===== src/rtl/tomasulo_pkg.sv =====
// Shared widths, source numbering and the CDB broadcast record for the
// writeback stage of the Tomasulo issue path.
package tomasulo_pkg;

    localparam int DATA_W = 32;
    localparam int TAG_W  = 3;
    localparam int NSRC   = 7;
    localparam int SRC_W  = 3;

    // Result source numbering: three adders, three multipliers, one loader.
    localparam logic [SRC_W-1:0] SRC_ADD0 = 3'd0;
    localparam logic [SRC_W-1:0] SRC_ADD1 = 3'd1;
    localparam logic [SRC_W-1:0] SRC_ADD2 = 3'd2;
    localparam logic [SRC_W-1:0] SRC_MUL0 = 3'd3;
    localparam logic [SRC_W-1:0] SRC_MUL1 = 3'd4;
    localparam logic [SRC_W-1:0] SRC_MUL2 = 3'd5;
    localparam logic [SRC_W-1:0] SRC_LOAD = 3'd6;

    typedef struct packed {
        logic              valid;
        logic [TAG_W-1:0]  tag;
        logic [DATA_W-1:0] data;
    } cdb_t;

endpackage


===== src/rtl/rr_arbiter.sv =====
// Combinational round-robin picker: the first requester at or after ptr_i
// (wrapping at NSRC) wins. Grant is one-hot, or zero when nobody requests.
module rr_arbiter
    import tomasulo_pkg::*;
(
    input  logic [NSRC-1:0]  req_i,
    input  logic [SRC_W-1:0] ptr_i,
    output logic [NSRC-1:0]  grant_o,
    output logic [SRC_W-1:0] winner_o
);

    int                idx;
    logic [SRC_W-1:0]  sel;
    logic              found;

    // Scan the requesters starting at the pointer and stop at the first hit.
    always_comb begin
        grant_o  = '0;
        winner_o = '0;
        found    = 1'b0;
        idx      = 0;
        sel      = '0;
        for (int k = 0; k < NSRC; k++) begin
            idx = int'(ptr_i) + k;
            if (idx >= NSRC) begin
                idx = idx - NSRC;
            end
            sel = SRC_W'(idx);
            if (!found && req_i[sel]) begin
                found        = 1'b1;
                grant_o[sel] = 1'b1;
                winner_o     = sel;
            end
        end
    end

endmodule


===== src/rtl/cdb_writeback_arbiter.sv =====
// Writeback arbiter: one holding slot per execution unit, one registered
// CDB broadcast per cycle chosen round-robin. A slot being broadcast may be
// refilled on the same edge, so a unit producing every cycle never stalls.
module cdb_writeback_arbiter
    import tomasulo_pkg::*;
(
    input  logic                   clk2,
    input  logic                   rst_n,
    input  logic                   flush,
    input  logic [NSRC-1:0]        src_valid,
    input  logic [NSRC*DATA_W-1:0] src_data,
    input  logic [NSRC*TAG_W-1:0]  src_tag,
    output logic [NSRC-1:0]        src_ready,
    output logic                   cdb_valid,
    output logic [TAG_W-1:0]       cdb_tag,
    output logic [DATA_W-1:0]      cdb_data,
    output logic [SRC_W-1:0]       cdb_src,
    output logic [2:0]             pending_cnt
);

    logic [NSRC-1:0]   full_q, full_d;
    logic [DATA_W-1:0] data_q [NSRC];
    logic [TAG_W-1:0]  tag_q  [NSRC];
    logic [SRC_W-1:0]  rr_ptr_q, rr_ptr_d;
    cdb_t              cdb_q, cdb_d;
    logic [SRC_W-1:0]  cdb_src_q, cdb_src_d;

    logic [NSRC-1:0]   grant;
    logic [SRC_W-1:0]  winner;
    logic [NSRC-1:0]   accept;
    logic [2:0]        pending;

    rr_arbiter u_rr_arbiter (
        .req_i    (full_q),
        .ptr_i    (rr_ptr_q),
        .grant_o  (grant),
        .winner_o (winner)
    );

    // Accept handshake and next-state for slots, pointer and broadcast.
    // Flush wins over both capture and grant; the pointer survives a flush.
    always_comb begin
        src_ready = flush ? '0 : (~full_q | grant);
        accept    = src_valid & src_ready;
        full_d    = flush ? '0 : ((full_q & ~grant) | accept);
        cdb_d     = cdb_q;
        cdb_src_d = cdb_src_q;
        rr_ptr_d  = rr_ptr_q;
        if (flush) begin
            cdb_d.valid = 1'b0;
        end else if (|grant) begin
            cdb_d.valid = 1'b1;
            cdb_d.tag   = tag_q[winner];
            cdb_d.data  = data_q[winner];
            cdb_src_d   = winner;
            rr_ptr_d    = (winner == SRC_LOAD) ? SRC_ADD0 : winner + 3'd1;
        end else begin
            cdb_d.valid = 1'b0;
        end
    end

    // Occupied-slot count; full_q already reflects the most recent edge.
    always_comb begin
        pending = '0;
        for (int i = 0; i < NSRC; i++) begin
            pending = pending + {2'b00, full_q[i]};
        end
    end

    // Control state: slot occupancy, round-robin pointer, CDB registers.
    always_ff @(posedge clk2 or negedge rst_n) begin
        if (!rst_n) begin
            full_q    <= '0;
            rr_ptr_q  <= '0;
            cdb_q     <= '0;
            cdb_src_q <= '0;
        end else begin
            full_q    <= full_d;
            rr_ptr_q  <= rr_ptr_d;
            cdb_q     <= cdb_d;
            cdb_src_q <= cdb_src_d;
        end
    end

    // Slot payload capture on each accepted handshake.
    always_ff @(posedge clk2 or negedge rst_n) begin
        if (!rst_n) begin
            for (int i = 0; i < NSRC; i++) begin
                data_q[i] <= '0;
                tag_q[i]  <= '0;
            end
        end else begin
            for (int i = 0; i < NSRC; i++) begin
                if (accept[i]) begin
                    data_q[i] <= src_data[i*DATA_W +: DATA_W];
                    tag_q[i]  <= src_tag[i*TAG_W +: TAG_W];
                end
            end
        end
    end

    assign cdb_valid   = cdb_q.valid;
    assign cdb_tag     = cdb_q.tag;
    assign cdb_data    = cdb_q.data;
    assign cdb_src     = cdb_src_q;
    assign pending_cnt = pending;

endmodule


===== config.mk =====
export PLATFORM = sky130hd
export DESIGN_NAME = cdb_writeback_arbiter
export DESIGN_NICKNAME = d
export VERILOG_FILES = /design/src/rtl/tomasulo_pkg.sv /design/src/rtl/rr_arbiter.sv /design/src/rtl/cdb_writeback_arbiter.sv
export SDC_FILE = /design/constraint.sdc
export NUM_CORES = 1
export LEC_CHECK = 0
export ABC_AREA = 1
export BUFFER_PORTS_ARGS = -buffer_cell sky130_fd_sc_hd__buf_2
export CORE_ASPECT_RATIO = 0.75
export CORE_MARGIN = 1
export CORE_UTILIZATION = 56
export CTS_CLUSTER_DIAMETER = 60
export DETAILED_ROUTE_END_ITERATION = 8
export HOLD_SLACK_MARGIN = 0.1
export PLACE_DENSITY_LB_ADDON = 0.1
export SYNTH_ARGS = -nofsm -noshare
export SYNTH_HDL_FRONTEND = slang
export SYNTH_HIERARCHICAL = 1
export SYNTH_SLANG_ARGS = --single-unit

===== constraint.sdc =====
create_clock -name clk2 -period 4.3 [get_ports clk2]
set_input_delay 0.86 -clock clk2 [delete_from_list [all_inputs] [get_ports clk2]]
set_output_delay 0.86 -clock clk2 [all_outputs]
set_load 0.01 [all_outputs]

=== Word level (Yosys, flattened, before mapping) ===
Index checks and enable logic that the tools add are counted.

* Register bits after elaboration: 294
* Input bits: 255
* Output and inout port bits: 49
* Word-level logic and storage cells: 164

* Add/sub/neg operators: 20
* Order comparisons: 22
* Eq/ne operators: 1
* Multiplexer cells: 66
* Bitwise operators: 14
* Reduce and logical (&&, ||, !) cells: 21

{| class="wikitable"
|+ Operator list
! cell !! number
|-
| $bmux W32 S3 || 1
|-
| $mux W32 || 2
|-
| $mux W7 || 9
|-
| $or A7 B7 Y7 || 8
|-
| $mux W3 || 17
|-
| $lt A3 B4 Y1 const B || 7
|-
| $ge A4 B3 Y1 const B || 6
|-
| $mux W1 || 22
|-
| $bmux W1 S3 || 7
|-
| $demux W1 S3 || 7
|-
| $ge A3 B1 Y1 const B || 7
|-
| $sub A3 B1 Y3 const B || 6
|-
| $and A7 B7 Y7 || 2
|-
| $not A7 Y7 || 2
|-
| $logic_and A1 B1 Y1 || 13
|-
| $add A3 B1 Y3 || 4
|-
| $add A3 B3 Y4 const B || 3
|-
| $bmux W3 S3 || 1
|-
| $add A3 B2 Y4 const B || 2
|-
| $reduce_or A7 Y1 || 1
|-
| $logic_not A1 Y1 || 6
|-
| $add A3 B1 Y4 const B || 1
|-
| $ge A4 B4 Y1 const B || 1
|-
| $not A3 Y4 || 1
|-
| other kinds (8) || 8
|}

=== Longest topological paths before layout ===
Gate-level depths: netlist of the first run.

* Word-level depth: 28
* Gate-level depth with buffers: 30
* Mapped depth without buffers: 28

=== By module ===
The synthesis of the first run kept the hierarchy.

{| class="wikitable"
|+ By module, submodules not included
! module !! times used !! cells an instance !! area an instance (µm²) !! seq. area each (µm²)
|-
| cdb_writeback_arbiter || 1 || 1783 || 13760.7 || 7357.1
|-
| rr_arbiter || 1 || 406 || 1915.6 || 0.0
|}

=== Worst setup path before layout of the first run ===
No wires, ideal clock.

* Path type: register to output
* Start: register rr_ptr_q[1]
* End: output src_ready[2]
* Data arrival time: 3276 ps
* Required time: 3440 ps
* Path slack: 164 ps
* Cell stages (with the launch flop): 17
* Path buffers: 1
* Cell sequence: dfrtp_1 inv_1 ha_1 inv_1 fa_1 o21ai_0 nand2_1 nand2_2 nand3_4 nor2_8 nand2_2 nor2_4 nand3_1 nand3_1 inv_1 a21oi_4 clkbuf_1

* Longest elaborated chain between the ends: 25
* Elaborated cells on any way between the ends: 109
* Classes of those cells: 13 x add/sub; 21 x order compare; 49 x mux; 7 x bitwise; 19 x reduce/logical

{| class="wikitable"
|+ Ends and longest elaborated chain
! what !! RTL line !! text
|-
| start: declaration || cdb_writeback_arbiter.sv:24 || <nowiki>logic [SRC_W-1:0] rr_ptr_q, rr_ptr_d;</nowiki>
|-
| start signal: assignment || cdb_writeback_arbiter.sv:79 || <nowiki>rr_ptr_q <= rr_ptr_d;</nowiki>
|-
| parallel branches: the longest is 22 deep, another holds $add A3 B1 Y4 || - ||
|-
| $mux W7 * || rr_arbiter.sv:29 || <nowiki>if (!found && req_i[sel]) begin</nowiki>
|-
| named net grant[2] || cdb_writeback_arbiter.sv:28 || <nowiki>logic [NSRC-1:0] grant;</nowiki>
|-
| $or A7 B7 Y7 * || cdb_writeback_arbiter.sv:43 || <nowiki>src_ready = flush ? '0 : (~full_q | grant);</nowiki>
|-
| $mux W7 * || cdb_writeback_arbiter.sv:43 ||
|-
| end: declaration || cdb_writeback_arbiter.sv:13 || <nowiki>output logic [NSRC-1:0] src_ready,</nowiki>
|}

Mark *: on every way through the listed nets, which the timed path passes. The select of a mux whose other input is x is not followed.

=== Worst setup path after layout of the first run ===
* Start: register rr_ptr_q[1]
* End: output src_ready[3]

Same word-level chain as after synthesis.

==> impl_metrics.json, run 1 <==
{
  "outcome": "finished, violations left",
  "violations": "negative setup slack",
  "vias": 15964,
  "synthFlopType": "dfrtp_1",
  "rsz0062_at_grt": "yes",
  "fin_crit_sh_pct": 104.4,
  "grt_pass1_vias": 14775,
  "syn-num-nets": 2460,
  "crit_family": "simple AND/OR/NAND/NOR gates",
  "place_ws_ns": 0.07753,
  "syn_area_um2": 15680,
  "wl_um": 53460,
  "fmax_mhz": 222.8,
  "met2_usage_pct": 52.66,
  "cap_violations": 0,
  "die-area_um2": 28670,
  "ios": 304,
  "yosysTopAreaCell": "dfrtp_1",
  "cp-startpoint": "rr_ptr_q[1]$_DFFE_PN0P_",
  "period_needed_ns": 4.488,
  "syn_to_final_growth_pct": 24.72,
  "synth_commonest_cells": "nand2_1 (672), nand3_1 (302), dfrtp_1 (294), nor2_1 (277), inv_1 (235)",
  "core.rowCount": 52,
  "antenna_found_initial": 2,
  "path_common_cell": "nand2_2",
  "reg2reg_from": "rr_ptr_q[1]$_DFFE_PN0P_",
  "ant_nets": 0,
  "htreeDepth": 1,
  "met3_usage_pct": 8.219,
  "yosysMostFrequentCell": "nand2_1",
  "die_x_um": 195.2,
  "yosys_warnings": 6,
  "cts_hold_buf": 0,
  "drc": 0,
  "crit_path_start_kind": "flip-flop",
  "core_area_um2": 27260,
  "drive_gt1_share_pct": 23.02,
  "critPathArrivalTime_ns": 3.63,
  "worstPathRequired_ns": 3.44,
  "grt_util_met1_pct": 56.49,
  "worst_slew_pin_slew_ns": 0.8932,
  "hold_viol_final": 0,
  "final_nets": 2809,
  "crit_type": "reg2out",
  "hp-class": "in2async",
  "cpPeakStageDelay_ns": 0.44,
  "busiest_layer": "met1",
  "start_util_pct": 57.50,
  "setup_ws_ns": -0.1877,
  "ys_seq_area_share_pct": 46.93,
  "critPathMaxFanout": 8,
  "die_h_um": 146.9,
  "ys_ff_latch": 294,
  "fin_skew_ns": 0.007784,
  "ys_async_sr_fraction_pct": 100.0,
  "syn_area_per_cell_um2": 7.161,
  "netlist_instances": 2189,
  "gp_congestion": 0.9545,
  "via_per_inst": 5.484,
  "crit_path_end_kind": "output pin",
  "first_pass_iters": 7,
  "setup_viol_count_final": 7,
  "cts_sinks": 294,
  "worst-path-buf-inv": 6,
  "relSlewSlack_pct": 40.39,
  "cts_tree": "yes",
  "clk_path_buf_depth": 3,
  "clkTransAtPathRegs_ns": 0.06,
  "ys_types": 33,
  "yosysTopAreaCellShare_pct": 46.93,
  "numCtsBuffers": 30,
  "drv_slew": 0,
  "post-dp-hpwl_um": 37760,
  "synth_area_leaders": "dfrtp_1 (47%), nand2_1 (16%), nand3_1 (9.6%)",
  "synth_edf_count": 0,
  "drtIter0Drc": 1490,
  "ctsRootBufferMaster": "clkbuf_16",
  "grt_overflow": 0,
  "slowest_stage": "fa_2",
  "crit_chain": "inv_2, ha_4, inv_2, fa_2, inv_2, nand2_2, nand2_4, nand2_2, nand2_1, nand2_1, nand2_1, nand2_2, nand2_2, nand3_4, nor2_8, nand3_2, buf_4, nor2_1, nor2_2, nand3_4, inv_4, a21oi_4, buf_2",
  "clk_latency_ns": 0.57,
  "portBuffers": 303,
  "grt_max_degree": 98,
  "grt_util_all_layers_pct": 36.94,
  "wl_per_cell_um": 18.36,
  "grt_pass1_wl_um": 82140
}
## metal layers
metal	vias up	wire length [µm]	part of all wire (%)
li1	7544	-	-
met1	7473	23850	45
met2	856	22370	42
met3	91	5929	11
met4	0	1305	2.4
met5	-	0	0
## cell usage in the layout, fill, tap and decap left out, types with 9 or more instances in the layout
master | netlist | layout
a21oi_1 | 168 | 167
buf_12 | 0 | 16
buf_2 | 55 | 298
buf_4 | 7 | 102
clkbuf_1 | 30 | 13
clkbuf_16 | 0 | 31
dfrtp_1 | 294 | 290
inv_1 | 235 | 224
inv_2 | 14 | 23
nand2_1 | 672 | 654
nand2_2 | 12 | 27
nand3_1 | 302 | 285
nand3_2 | 2 | 17
nand4_1 | 9 | 9
nor2_1 | 277 | 267
nor2_2 | 3 | 10
o21ai_0 | 46 | 35
o21ai_1 | 6 | 12
## flip-flops by register name (all words and copies together) (netlist names)
signal / cells
tag_q: 21
cdb_data: 32
cdb_valid: 1
rr_ptr_q: 3
full_q: 7
cdb_tag: 3
cdb_src: 3
data_q: 224
## worst reg2reg max path, cell delays in order, from the launching register on
cell and delay, ns:
dfrtp_1 0.40, inv_2 0.10, ha_4 0.14, inv_2 0.04, fa_2 0.44, inv_2 0.11
nand2_2 0.07, nand2_4 0.09, nand2_2 0.05, nand2_1 0.07, nand2_1 0.05, nand2_1 0.08
nand2_2 0.06, nand2_2 0.09, nand3_4 0.13, nor2_8 0.23, nand2_4 0.07, nor2_4 0.19
buf_4 0.15, nand2_1 0.04, nand3_1 0.15, inv_2 0.12, nor2_2 0.72, nand2_1 0.12
nand3_1 0.21, nand3_1 0.11, nand2_1 0.07
## what timing repair did
| action | 4_1_cts | 5_1_grt |
|---|---|---|
| setup endpoints to repair | 7 | 43 |
| cloned | 0 | 2 |
| pin swaps | 25 | 34 |
| buffers inserted | 12 | 5 |
| gates resized for setup | 51 | 55 |
## cells by family after synthesis
kind of cell               count (synthesis)  synth area share (%)
and+or+nand+nor                         1287                 34.14
adders and majority gates                 16                 1.516
buffers and inverters                    359                 9.442
AOI/OAI and AO/OA                        233                 7.974
DFF                                      294                 46.93
## area by class of cell
cell class,instances,area (µm²)
diodes,1,2.502
inverters,249,940.9
flip-flops and latches,294,7362
fillers,2222,7710
repair buffers,425,2686
multi-input cells,1538,7182
clock inverters,5,58.81
well taps,351,439.2
clock buffers,48,879.6
## path summary, 6_finish.rpt
path / endpoint / slack (ns) / cells after the start
worst max-delay path: src_ready[3] / -0.19 / 23
worst min-delay path: data_q[197]$_DFFE_PN0P_ / 0.25 / 1
worst max register to register: cdb_data[18]$_DFFE_PN0P_ / 0.15 / 26
worst min register to register: data_q[70]$_DFFE_PN0P_ / 0.47 / 2
max in group asynchronous: data_q[49]$_DFFE_PN0P_ / 3.04 / 2
min in group clk2: data_q[70]$_DFFE_PN0P_ / 0.47 / 2
## stage by stage
stage,std cells,area (µm²),TNS (ns),hold WS (ns),utilization (%)
floorplan,2189,15680,0,0.4422,-
global placement,2839,18110,0,0.4534,66.44
detailed placement,2839,18110,0,0.4586,66.44
CTS,2903,19270,-0.5965,0.2782,70.69
global route,2911,19550,-2.102,0.2849,71.72
finish,2911,19550,-1.007,0.2515,71.72
Power of run 1 is not shown: default switching activity piles up to over one toggle a cycle in this logic, so the estimate is an artifact.
==> inputs of run 2 (changes only) <==
--- a/config.mk
+++ b/config.mk
@@ -5,7 +5,6 @@
 export SDC_FILE = /design/constraint.sdc
 export NUM_CORES = 1
 export LEC_CHECK = 0
-export ABC_AREA = 1
 export BUFFER_PORTS_ARGS = -buffer_cell sky130_fd_sc_hd__buf_2
 export CORE_ASPECT_RATIO = 0.75
 export CORE_MARGIN = 1
==> impl_metrics.json, run 2 <==
{
  "final_nets": 2046,
  "syn_to_final_growth_pct": 45.69,
  "crit_path_start_kind": "flip-flop",
  "core.rowCount": 52,
  "syn-num-nets": 1503,
  "synthFlopType": "dfrtp_1",
  "ios": 304,
  "portBuffers": 303,
  "yosysTopAreaCellShare_pct": 47.01,
  "cap_violations": 0,
  "worst_slew_pin_slew_ns": 0.7639,
  "worst-path-buf-inv": 5,
  "vias": 13341,
  "critPathArrivalTime_ns": 4.30,
  "setup_ws_ns": -0.8598,
  "cts_tree": "yes",
  "start_util_pct": 57.54,
  "outcome": "finished, violations left",
  "crit_type": "reg2out",
  "grt_max_degree": 104,
  "grt_util_all_layers_pct": 36.31,
  "syn_area_um2": 15650,
  "largest_reg_flops": 224,
  "first_pass_iters": 5,
  "ys_ff_latch": 294,
  "period_needed_ns": 5.160,
  "gp_congestion": 0.9352,
  "via_per_inst": 6.185,
  "final_cell_mix": "buf_2 (299), dfrtp_1 (293), mux2_4 (228)",
  "synth_area_leaders": "dfrtp_1 (47%), mux2_2 (11%), mux2_4 (8.6%)",
  "violations": "negative setup slack",
  "clkTransAtPathRegs_ns": 0.07,
  "fin_skew_ns": 0.01513,
  "clk_path_buf_depth": 3,
  "path_common_cell": "buf_6",
  "htreeDepth": 1,
  "relSlewSlack_pct": 49.07,
  "drive_gt1_share_pct": 61.08,
  "fin_setup_tns_ns": -60.95,
  "wl_um": 58250,
  "ant_nets": 0,
  "fmax_mhz": 193.8,
  "setup_viol_count_final": 294,
  "ys_seq_area_share_pct": 47.01,
  "cts_hold_buf": 0,
  "syn_area_per_cell_um2": 12.70,
  "yosys_warnings": 6,
  "fin_util_pct": 83.83,
  "synth_edf_count": 0,
  "grt_pass1_vias": 12815,
  "antenna_found_initial": 13,
  "core_area_um2": 27200,
  "yosysMostFrequentCell": "dfrtp_1",
  "final_area_um2": 22800,
  "ctsRootBufferMaster": "clkbuf_16",
  "top_register": "data_q",
  "drv_slew": 0,
  "crit_path_end_kind": "output pin",
  "grt_overflow": 0,
  "slowest_stage": "fa_2",
  "wl_per_cell_um": 27.01,
  "crit_chain": "buf_6, inv_8, ha_4, inv_2, fa_2, nor2_2, a21oi_2, nand4_1, o2bb2ai_2, or4_4, buf_6, nor4_4, nand3_1, nand3_2, and2b_2, nor2_4, buf_6",
  "crit_family": "simple AND/OR/NAND/NOR gates",
  "numCtsBuffers": 29,
  "netlist_instances": 1232,
  "drtIter0Drc": 1156,
  "drc": 0,
  "worstPathRequired_ns": 3.44,
  "synth_commonest_cells": "dfrtp_1 (294), mux2_2 (158), mux2_4 (90), nand2_1 (74), o21ai_0 (73)",
  "post-dp-hpwl_um": 35130,
  "final_common_cell": "buf_2",
  "postPlaceCellArea_um2": 18710,
  "ys_types": 85,
  "cpPeakStageDelay_ns": 0.54,
  "hold_viol_final": 0,
  "fin_crit_sh_pct": 120.0,
  "yosysTopAreaCell": "dfrtp_1",
  "cts_sinks": 294,
  "die-area_um2": 28620,
  "clk_latency_ns": 0.58,
  "grt_pass1_wl_um": 78050,
  "die_h_um": 146.8,
  "critPathMaxFanout": 5,
  "hp-class": "in2async",
  "die_x_um": 195.0,
  "rsz0062_at_grt": "yes",
  "ys_async_sr_fraction_pct": 100.0
}
==> run 2: per-layer routing <==
metal,track usage (%),up-vias,wire [µm]
met1,53.01,6852,24310
met4,8.819,8,1715
li1,-,5626,-
met3,10.47,133,5430
met2,53.54,722,26740
met5,0,-,57
==> run 2: cells by family after synthesis <==
logic type	synth area share [%]
AO/OA/AOI/OAI	8.587
multiplexers	28.50
adder cells (fa/ha/maj)	1.519
buffers and inverters	6.085
flip-flops	47.01
XOR/XNOR	0.4317
AND/OR/NAND/NOR	7.868
==> run 2: cell type report <==
| cell class | instances | area, µm² |
|---|---|---|
| fillers | 1416 | 4398 |
| multi-input cells | 784 | 8885 |
| flip-flops and latches | 294 | 7358 |
| inverters | 61 | 236.5 |
| clock buffers | 42 | 844.6 |
| repair buffers | 605 | 4905 |
| well taps | 351 | 439.2 |
| diodes | 10 | 25.02 |
| clock inverters | 10 | 105.1 |
==> run 2: worst paths after layout <==
check	depth (start not counted)	to	start	slack, ns
hold reg to reg	2	cdb_data[14]$_DFFE_PN0P_	cdb_data[14]$_DFFE_PN0P_	0.47
setup / recovery	17	src_ready[4]	rr_ptr_q[1]$_DFFE_PN0P_	-0.86
max in group asynchronous	2	data_q[148]$_DFFE_PN0P_	rst_n	2.92
setup reg to reg	23	cdb_data[0]$_DFFE_PN0P_	rr_ptr_q[1]$_DFFE_PN0P_	-0.38
min in group clk2	2	cdb_data[14]$_DFFE_PN0P_	cdb_data[14]$_DFFE_PN0P_	0.47
hold / removal	1	data_q[104]$_DFFE_PN0P_	rst_n	0.27
==> run 2: worst register-to-register path, stage by stage (launching register included) <==
cell and delay (ns):
dfrtp_1 0.40, buf_6 0.13, inv_8 0.06, ha_4 0.13, inv_2 0.04, fa_2 0.54
nor2_2 0.05, a21oi_2 0.18, nand4_1 0.26, o2bb2ai_2 0.22, or4_4 0.49, buf_4 0.19
or2_4 0.27, o21a_1 0.21, a21oi_4 0.19, buf_12 0.13, buf_12 0.13, buf_4 0.15
mux2i_1 0.21, o221ai_1 0.14, buf_4 0.17, o21ai_2 0.08, buf_4 0.13, o21ai_0 0.06
==> run 2: repair_timing <==
item	CTS	global route
gates cloned	11	17
endpoints found under the setup margin	294	296
buffers inserted	43	39
endpoints found under the hold margin	0	0
gates resized for setup	217	213
pin swaps	33	30
==> run 2: through the flow <==
step,worst slack (ns),std cells,hold WS [ns]
2_1_floorplan,-0.02832,1232,0.4751
3_3_place_gp,-0.4504,1992,0.4586
3_5_place_dp,-0.5407,1992,0.4647
4_1_cts,-0.8241,2098,0.3283
5_1_grt,-0.9959,2152,0.3362
6_report,-0.8598,2157,0.2688
Power of run 2 is left out for the same reason.
==> inputs of run 3 (changes only) <==
--- a/config.mk
+++ b/config.mk
@@ -12,7 +12,7 @@
 export CTS_CLUSTER_DIAMETER = 60
 export DETAILED_ROUTE_END_ITERATION = 8
 export HOLD_SLACK_MARGIN = 0.1
-export PLACE_DENSITY_LB_ADDON = 0.1
+export PLACE_DENSITY = 0.81
 export SYNTH_ARGS = -nofsm -noshare
 export SYNTH_HDL_FRONTEND = slang
 export SYNTH_HIERARCHICAL = 1
==> impl_metrics.json, run 3 (synthesis results as in run 2) <==
{
  "crit_chain": "buf_6, inv_8, ha_4, inv_2, fa_2, nor2_2, a21oi_2, nand4_1, o2bb2ai_2, or4_4, buf_12, nor3_4, buf_4, nand3_2, nand4_1, nor2b_1, nor2_1, buf_2",
  "fmax_mhz": 196.1,
  "grt_pass1_vias": 12965,
  "numCtsBuffers": 30,
  "relSlewSlack_pct": 41.37,
  "path_common_cell": "nand4_1",
  "largest_reg_flops": 224,
  "start_util_pct": 57.54,
  "crit_path_start_kind": "flip-flop",
  "critPathMaxFanout": 7,
  "worst-path-buf-inv": 6,
  "cap_violations": 0,
  "fin_skew_ns": 0.01054,
  "grt_overflow": 0,
  "final_cell_mix": "buf_2 (300), dfrtp_1 (293), buf_4 (206)",
  "clk_path_buf_depth": 3,
  "portBuffers": 303,
  "ios": 304,
  "core.rowCount": 52,
  "gp_congestion": 0.9829,
  "ant_nets": 0,
  "crit_family": "simple AND/OR/NAND/NOR gates",
  "final_nets": 2016,
  "cts_tree": "yes",
  "wl_um": 55860,
  "drc": 0,
  "top_register": "data_q",
  "first_pass_iters": 5,
  "hold_viol_final": 0,
  "htreeDepth": 1,
  "crit_path_end_kind": "output pin",
  "grt_max_degree": 111,
  "cts_hold_buf": 0,
  "die_x_um": 195.0,
  "critPathArrivalTime_ns": 4.24,
  "grt_util_all_layers_pct": 37.04,
  "via_per_inst": 6.158,
  "drtIter0Drc": 1296,
  "fin_crit_sh_pct": 118.6,
  "violations": "negative setup slack",
  "crit_type": "reg2out",
  "vias": 13134,
  "grt_pass1_wl_um": 79110,
  "post-dp-hpwl_um": 36640,
  "wl_per_cell_um": 26.19,
  "outcome": "finished, violations left",
  "final_common_cell": "buf_2",
  "ctsRootBufferMaster": "clkbuf_16",
  "drive_gt1_share_pct": 58.00,
  "clkTransAtPathRegs_ns": 0.06,
  "slowest_stage": "fa_2",
  "worst_slew_pin_slew_ns": 0.8794,
  "cts_sinks": 294,
  "core_area_um2": 27200,
  "cpPeakStageDelay_ns": 0.56,
  "worstPathRequired_ns": 3.44,
  "instances_no_fill": 2133,
  "drv_slew": 0,
  "place_inst": 1987,
  "die_h_um": 146.8,
  "setup_viol_count_final": 287,
  "hp-class": "in2async",
  "clk_latency_ns": 0.57,
  "rsz0062_at_grt": "yes",
  "antenna_found_initial": 11,
  "setup_ws_ns": -0.8000,
  "syn_to_final_growth_pct": 37.02,
  "period_needed_ns": 5.100,
  "die-area_um2": 28620
}
-- run 3: per-layer routing --
layer / vias up / share of wire [%] / GRT usage [%]
li1: 5558 / - / -
met1: 6639 / 41 / 53.49
met3: 122 / 10 / 9.206
met2: 815 / 46 / 55.48
met5: - / 0 / 0
met4: 0 / 3.2 / 11.10
-- run 3: repair_timing --
item                       in CTS  in global routing
gates cloned                   12                  7
resized for setup              96                143
setup buffers                  34                 24
setup endpoints to repair     294                294
pin swaps                      20                 16
-- run 3: worst paths after layout --
kind                                          start                        to  slack (ns)  depth (start not counted)
max                         rr_ptr_q[1]$_DFFE_PN0P_              src_ready[1]       -0.80                         18
min                                           rst_n    data_q[57]$_DFFE_PN0P_        0.37                          1
max reg2reg                 rr_ptr_q[1]$_DFFE_PN0P_  cdb_data[11]$_DFFE_PN0P_       -0.64                         29
min reg2reg                cdb_data[14]$_DFFE_PN0P_  cdb_data[14]$_DFFE_PN0P_        0.49                          2
max in group asynchronous                     rst_n   data_q[207]$_DFFE_PN0P_        2.90                          2
min in group clk2          cdb_data[14]$_DFFE_PN0P_  cdb_data[14]$_DFFE_PN0P_        0.49                          2
-- run 3: final cells by class --
| cell class | count | area (µm²) |
|---|---|---|
| antenna | 13 | 32.53 |
| clock buffer | 43 | 840.8 |
| clock inverter | 13 | 160.2 |
| fill | 1582 | 5754 |
| inverter | 61 | 236.5 |
| multi-input combinational | 783 | 8028 |
| sequential | 294 | 7358 |
| tap | 351 | 439.2 |
| timing repair buffer | 575 | 4347 |
-- run 3: metrics by stage --
stage	worst slack, ns	instance area [µm²]	TNS [ns]	util, %	hold slack (ns)
2_1_floorplan	-0.02832	15710	-0.5237	-	0.4751
3_3_place_gp	-0.2884	18670	-39.14	68.66	0.4579
3_5_place_dp	-0.3639	18670	-59.82	68.66	0.4671
4_1_cts	-0.7334	20630	-44.54	75.87	0.4003
5_1_grt	-0.9557	21430	-96.74	78.80	0.4306
6_report	-0.8000	21440	-51.95	78.84	0.3747
Power of run 3 is left out for the same reason.
